## src/rtl/mm_sequencer.sv

```systemverilog
// Sequences one N x N matrix-multiply job: streams operand pairs into the multiplier,
// waits for its result strobe, then reads the result matrix out row-major.
module mm_sequencer #(
  parameter int unsigned LOG_SIZE = 2,
  parameter int unsigned TIMEOUT  = 1023
) (
  input  logic                clk_i,
  input  logic                rst_ni,
  input  logic                start_i,
  input  logic                out_sel_i,
  input  logic [31:0]         host_a_i,
  input  logic [31:0]         host_b_i,
  input  logic                host_valid_i,
  output logic                host_ready_o,
  output logic [31:0]         mm_a_o,
  output logic [31:0]         mm_b_o,
  output logic                mm_in_stb_o,
  input  logic                mm_in_ack_i,
  input  logic                mm_out_stb_i,
  output logic                mm_out_ack_o,
  output logic [LOG_SIZE-1:0] mm_row_o,
  output logic [LOG_SIZE-1:0] mm_column_o,
  input  logic [31:0]         mm_out_number_i,
  output logic                mm_output_select_o,
  output logic [31:0]         res_data_o,
  output logic                res_valid_o,
  input  logic                res_ready_i,
  output logic                res_last_o,
  output logic                busy_o,
  output logic                done_o,
  output logic                err_o
);

  localparam int unsigned     CntW      = 2 * LOG_SIZE;
  localparam logic [CntW-1:0] LastIdx   = {CntW{1'b1}};
  localparam logic [15:0]     WaitLimit = 16'(TIMEOUT - 1);

  typedef enum logic [2:0] {StIdle, StLoad, StWait, StAddr, StHold, StFin} state_e;

  state_e            state_q, state_d;
  logic [CntW-1:0]   load_cnt_q, load_cnt_d;
  logic [CntW-1:0]   idx_q, idx_d;
  logic [15:0]       wait_cnt_q, wait_cnt_d;
  logic              out_sel_q, out_sel_d;
  logic              err_q, err_d;
  logic [31:0]       res_data_q, res_data_d;
  logic              res_valid_q, res_valid_d;

  always_ff @(posedge clk_i or negedge rst_ni) begin
    if (!rst_ni) begin
      state_q     <= StIdle;
      load_cnt_q  <= '0;
      idx_q       <= '0;
      wait_cnt_q  <= '0;
      out_sel_q   <= 1'b0;
      err_q       <= 1'b0;
      res_data_q  <= '0;
      res_valid_q <= 1'b0;
    end else begin
      state_q     <= state_d;
      load_cnt_q  <= load_cnt_d;
      idx_q       <= idx_d;
      wait_cnt_q  <= wait_cnt_d;
      out_sel_q   <= out_sel_d;
      err_q       <= err_d;
      res_data_q  <= res_data_d;
      res_valid_q <= res_valid_d;
    end
  end

  always_comb begin
    state_d      = state_q;
    load_cnt_d   = load_cnt_q;
    idx_d        = idx_q;
    wait_cnt_d   = wait_cnt_q;
    out_sel_d    = out_sel_q;
    err_d        = err_q;
    res_data_d   = res_data_q;
    res_valid_d  = res_valid_q;
    host_ready_o = 1'b0;
    mm_in_stb_o  = 1'b0;
    mm_a_o       = '0;
    mm_b_o       = '0;
    mm_out_ack_o = 1'b0;
    done_o       = 1'b0;

    unique case (state_q)
      StIdle: begin
        if (start_i) begin
          state_d    = StLoad;
          err_d      = 1'b0;
          load_cnt_d = '0;
          wait_cnt_d = '0;
          idx_d      = '0;
          out_sel_d  = out_sel_i;
        end
      end
      StLoad: begin
        // Operand path is a pure pass-through; the multiplier owns the handshake.
        host_ready_o = mm_in_ack_i;
        mm_in_stb_o  = host_valid_i;
        mm_a_o       = host_a_i;
        mm_b_o       = host_b_i;
        if (host_valid_i && mm_in_ack_i) begin
          if (load_cnt_q == LastIdx) begin
            load_cnt_d = '0;
            wait_cnt_d = '0;
            state_d    = StWait;
          end else begin
            load_cnt_d = load_cnt_q + CntW'(1);
          end
        end
      end
      StWait: begin
        if (mm_out_stb_i) begin
          wait_cnt_d = '0;
          state_d    = StAddr;
        end else if (wait_cnt_q == WaitLimit) begin
          wait_cnt_d = '0;
          err_d      = 1'b1;
          state_d    = StIdle;
        end else begin
          wait_cnt_d = wait_cnt_q + 16'd1;
        end
      end
      StAddr: begin
        // Row/column have been stable for a cycle, so the read data has settled.
        res_data_d  = mm_out_number_i;
        res_valid_d = 1'b1;
        state_d     = StHold;
      end
      StHold: begin
        if (res_valid_q && res_ready_i) begin
          res_valid_d = 1'b0;
          if (idx_q == LastIdx) begin
            state_d = StFin;
          end else begin
            idx_d   = idx_q + CntW'(1);
            state_d = StAddr;
          end
        end
      end
      StFin: begin
        mm_out_ack_o = 1'b1;
        done_o       = 1'b1;
        state_d      = StIdle;
      end
      default: state_d = StIdle;
    endcase
  end

  assign mm_row_o           = idx_q[CntW-1:LOG_SIZE];
  assign mm_column_o        = idx_q[LOG_SIZE-1:0];
  assign mm_output_select_o = out_sel_q;
  assign res_data_o         = res_data_q;
  assign res_valid_o        = res_valid_q;
  assign res_last_o         = res_valid_q && (idx_q == LastIdx);
  assign busy_o             = (state_q != StIdle);
  assign err_o              = err_q;

endmodule
```

## config.mk

```make
export PLATFORM = sky130hd
export DESIGN_NAME = mm_sequencer
export DESIGN_NICKNAME = d
export VERILOG_FILES = /design/src/rtl/mm_sequencer.sv
export SDC_FILE = /design/constraint.sdc
export NUM_CORES = 1
export LEC_CHECK = 0
export BUFFER_PORTS_ARGS = -buffer_cell sky130_fd_sc_hd__buf_4
export CAP_MARGIN = 25
export CORE_UTILIZATION = 39
export DETAILED_ROUTE_END_ITERATION = 8
export PLACE_DENSITY = 0.72
export SYNTH_ARGS = -nofsm -noshare
export SYNTH_HDL_FRONTEND = slang
export SYNTH_SLANG_ARGS = --single-unit
```

## constraint.sdc

```tcl
create_clock -name clk_i -period 2.6 [get_ports clk_i]
set_clock_uncertainty 0.15 [all_clocks]
set_input_delay 0.52 -clock clk_i [delete_from_list [all_inputs] [get_ports clk_i]]
set_output_delay 0.52 -clock clk_i [all_outputs]
set_load 0.05 [all_outputs]
```

==> metrics.cfg <==
[synth]
synth_top_area_share_pct=45.0
synthAdderAreaFrac_pct=1.45
syn_nets=439
ys_async_sr_fraction_pct=100
synth-simple-area-share_pct=26.7
ys.flop_type=dfrtp_1
syn_area_per_cell_um2=10.4
synth_cell_types=49
synthXorXnorAreaFrac_pct=0.254
synth_edf_count=0
ys_ff_latch=62
synth_top_cell_by_area=dfrtp_1
synth_mux_area_share_pct=12.0
yosysWarningCount=0
ys_seq_area_share_pct=45.0
synth_compound_area_share_pct=10.2
syn_inst=331
synth_area_mm2=0.00345
synth_area_leaders=dfrtp_1, and2_1, mux2_2
synth_top_family_by_area=simple AND/OR/NAND/NOR gates

[routing]
first_pass_iters=4
drtIter0Drc=284
drc=0
wire_per_inst_um=16.8
dr_total_vias=3393
wl_um=11000
viasPerCell=5.20
ant_nets=0

[cts]
clk_latency_ns=0.34
cts_htree_levels=3
clk_pin_slew_ns=0.07
cts_sinks=62
cts_setup_buffers=0
numCtsBuffers=9
tritoncts=yes
clockBufferDepth=2
cts_root_buf=clkbuf_8

[timing]
timing.final.crit_period_ns=2.46
fmax_ghz=0.407
slew_headroom_pct=46.2
final-setup-viol-count=0
final_max_slew_viol_count=0
timing_hold_violations_final=0
fin_setup_tns_ns=0
fin_crit_sh_pct=94.4
worst_pin_slew_ns=0.807
rsz0062_at_grt=no

[layout]
final_nets=651
area.growth.synth_to_final_pct=55.5
drive_above_1_share_pct=51.5
stdcell_area_mm2=0.00536
diodes=0

[worst_setup_path]
crit_arrival_ns=1.79
crit_type=flop to output port
start_kind=flop
end_kind=output port
r2r_cells=5
worstPathMaxFanout=43
cp.required_ns=1.93

[global_routing]
grt_pass1_wl_um=16500
grt_pass1_vias=3287
antenna_found_initial=0
grt_util_met1_pct=26.6
grt_max_degree=63
busiest_layer=met2
global_route.usage.met3_pct=8.06
grt_overflow_total=0
use_met2_pct=42.8
track_usage_pct=24.0

[floorplan]
dieHeight_um=96.0
fp.dieW_um=96.0
start_util_pct=41.1
io_pins=213
design.die.area_mm2=0.00922
coreArea_mm2=0.00838
row_count=33

[power]
p_leak_nw=2.60
ir_drop_v=0.000891
p_per_area_mw_per_mm2=1390
finalPower_mw=7.43

[place]
portBuffers=212
place.gp.congestion=0.873
hpwl_um=8210
dpl-instance-area_mm2=0.00512

[worst_hold_path]
hold_path.class=input pin to asynchronous set/reset pin

[job]
drv_cap=0

[run_status]
status=completed

[through the flow]
stage                     hold slack, ns  util (%)  setup WS, ns  cells
after floorplan                   0.0744         -         0.207    331
after global placement             0.316      61.1         0.355    636
after detailed placement           0.331      61.1         0.268    636
after CTS                          0.136      63.8        0.0586    652
after global routing               0.165      63.9        0.0504    653
final                             0.0921      63.9         0.145    653
[worst max-delay path, stage by stage (launching register included)]
cell	delay (ns)
dfrtp_2	0.52
nor3b_4	0.25
buf_6	0.26
and2_1	0.19
buf_4	0.20
[worst paths after layout]
| kind | from | end | slack (ns) |
|---|---|---|---|
| setup / recovery | state_q[2] | mm_b_o[30] | 0.14 |
| max in group asynchronous | rst_ni | state_q[2] | 1.60 |
| hold / removal | rst_ni | res_data_o[14] | 0.09 |
| hold reg to reg | load_cnt_q[3] | load_cnt_q[3] | 0.34 |
| min in group clk_i | mm_out_number_i[22] | res_data_o[22] | 0.26 |
| setup reg to reg | idx_q[0] | idx_q[0] | 0.54 |
[layer usage]
layer / part of all wire [%] / wire length [µm]
met1: 37 / 4100
met2: 50 / 5540
met3: 10 / 1130
met4: 1.9 / 205
met5: 0 / 0
[cell type report]
cell class / instances / area, µm²
fillers: 722 / 3020
multi-input cells: 239 / 1740
repair buffers: 222 / 1670
flip-flops and latches: 62 / 1550
clock buffers: 10 / 138
well taps: 105 / 131
clock inverters: 6 / 85.1
inverters: 9 / 33.8
[synth_stat cells, types with 2 or more instances]
library cell  instances
nor3_1                7
nor4_1                4
buf_4                 2
a21oi_1               3
mux2i_1               2
dfrtp_1              62
o21ai_0               8
nand2b_1              2
nand3_1              14
buf_6                 3
o22ai_1               2
nor2_1                6
a41oi_1               5
and4_1                3
nor2b_1               3
o41ai_1               2
nand3b_1              9
ha_1                  4
and3_1                2
mux2_2               35
nand2_1              13
buf_2                 7
o21a_1                2
and2_1               66
clkbuf_1              9
a31oi_1              22
nand4_1               3
nand4_2               2
inv_1                 9
[where the power goes]
group	leakage [nW]	internal [mW]	total (mW)	switching, mW
Sequential	0.776	1.30	1.56	0.256
Combinational	1.72	1.60	4.92	3.32
Clock	0.108	0.562	0.949	0.387
[logic make-up after synthesis]
kind of cell	after synthesis
fa+ha+maj	4
buf+inv	30
compound gates	52
simple gates	145
mux	37
xor+xnor	1
flops	62
[placed cells by master (no fill, tap or decap), drive strengths merged, types with 3 or more instances in the layout]
master / netlist / layout
buf: 12 / 222
and2: 66 / 66
dfrtp: 62 / 62
mux2: 35 / 35
a31oi: 22 / 22
nand3: 14 / 14
nand2: 13 / 13
clkbuf: 9 / 10
nand3b: 10 / 10
inv: 9 / 9
o21ai: 9 / 9
nor3: 8 / 8
nor2: 6 / 6
a41oi: 5 / 5
nor4: 5 / 5
nand4: 5 / 5
ha: 4 / 4
nor2b: 3 / 3
a21oi: 3 / 3
and4: 3 / 3
[sequential cells by signal, indices dropped and copies added, names as in the netlist]
signal              count
res_valid_o             1
mm_output_select_o      1
idx_q                   4
err_o                   1
res_data_o             32
state_q                 3
load_cnt_q              4
wait_cnt_q             16
[timing repair]
| action | 4_1_cts | 5_1_grt |
|---|---|---|
| endpoints found under the setup margin | 2 | 46 |
| resized for setup | 1 | 1 |
| hold buffers | 0 | 0 |
Power figures use the tool's default switching activity.
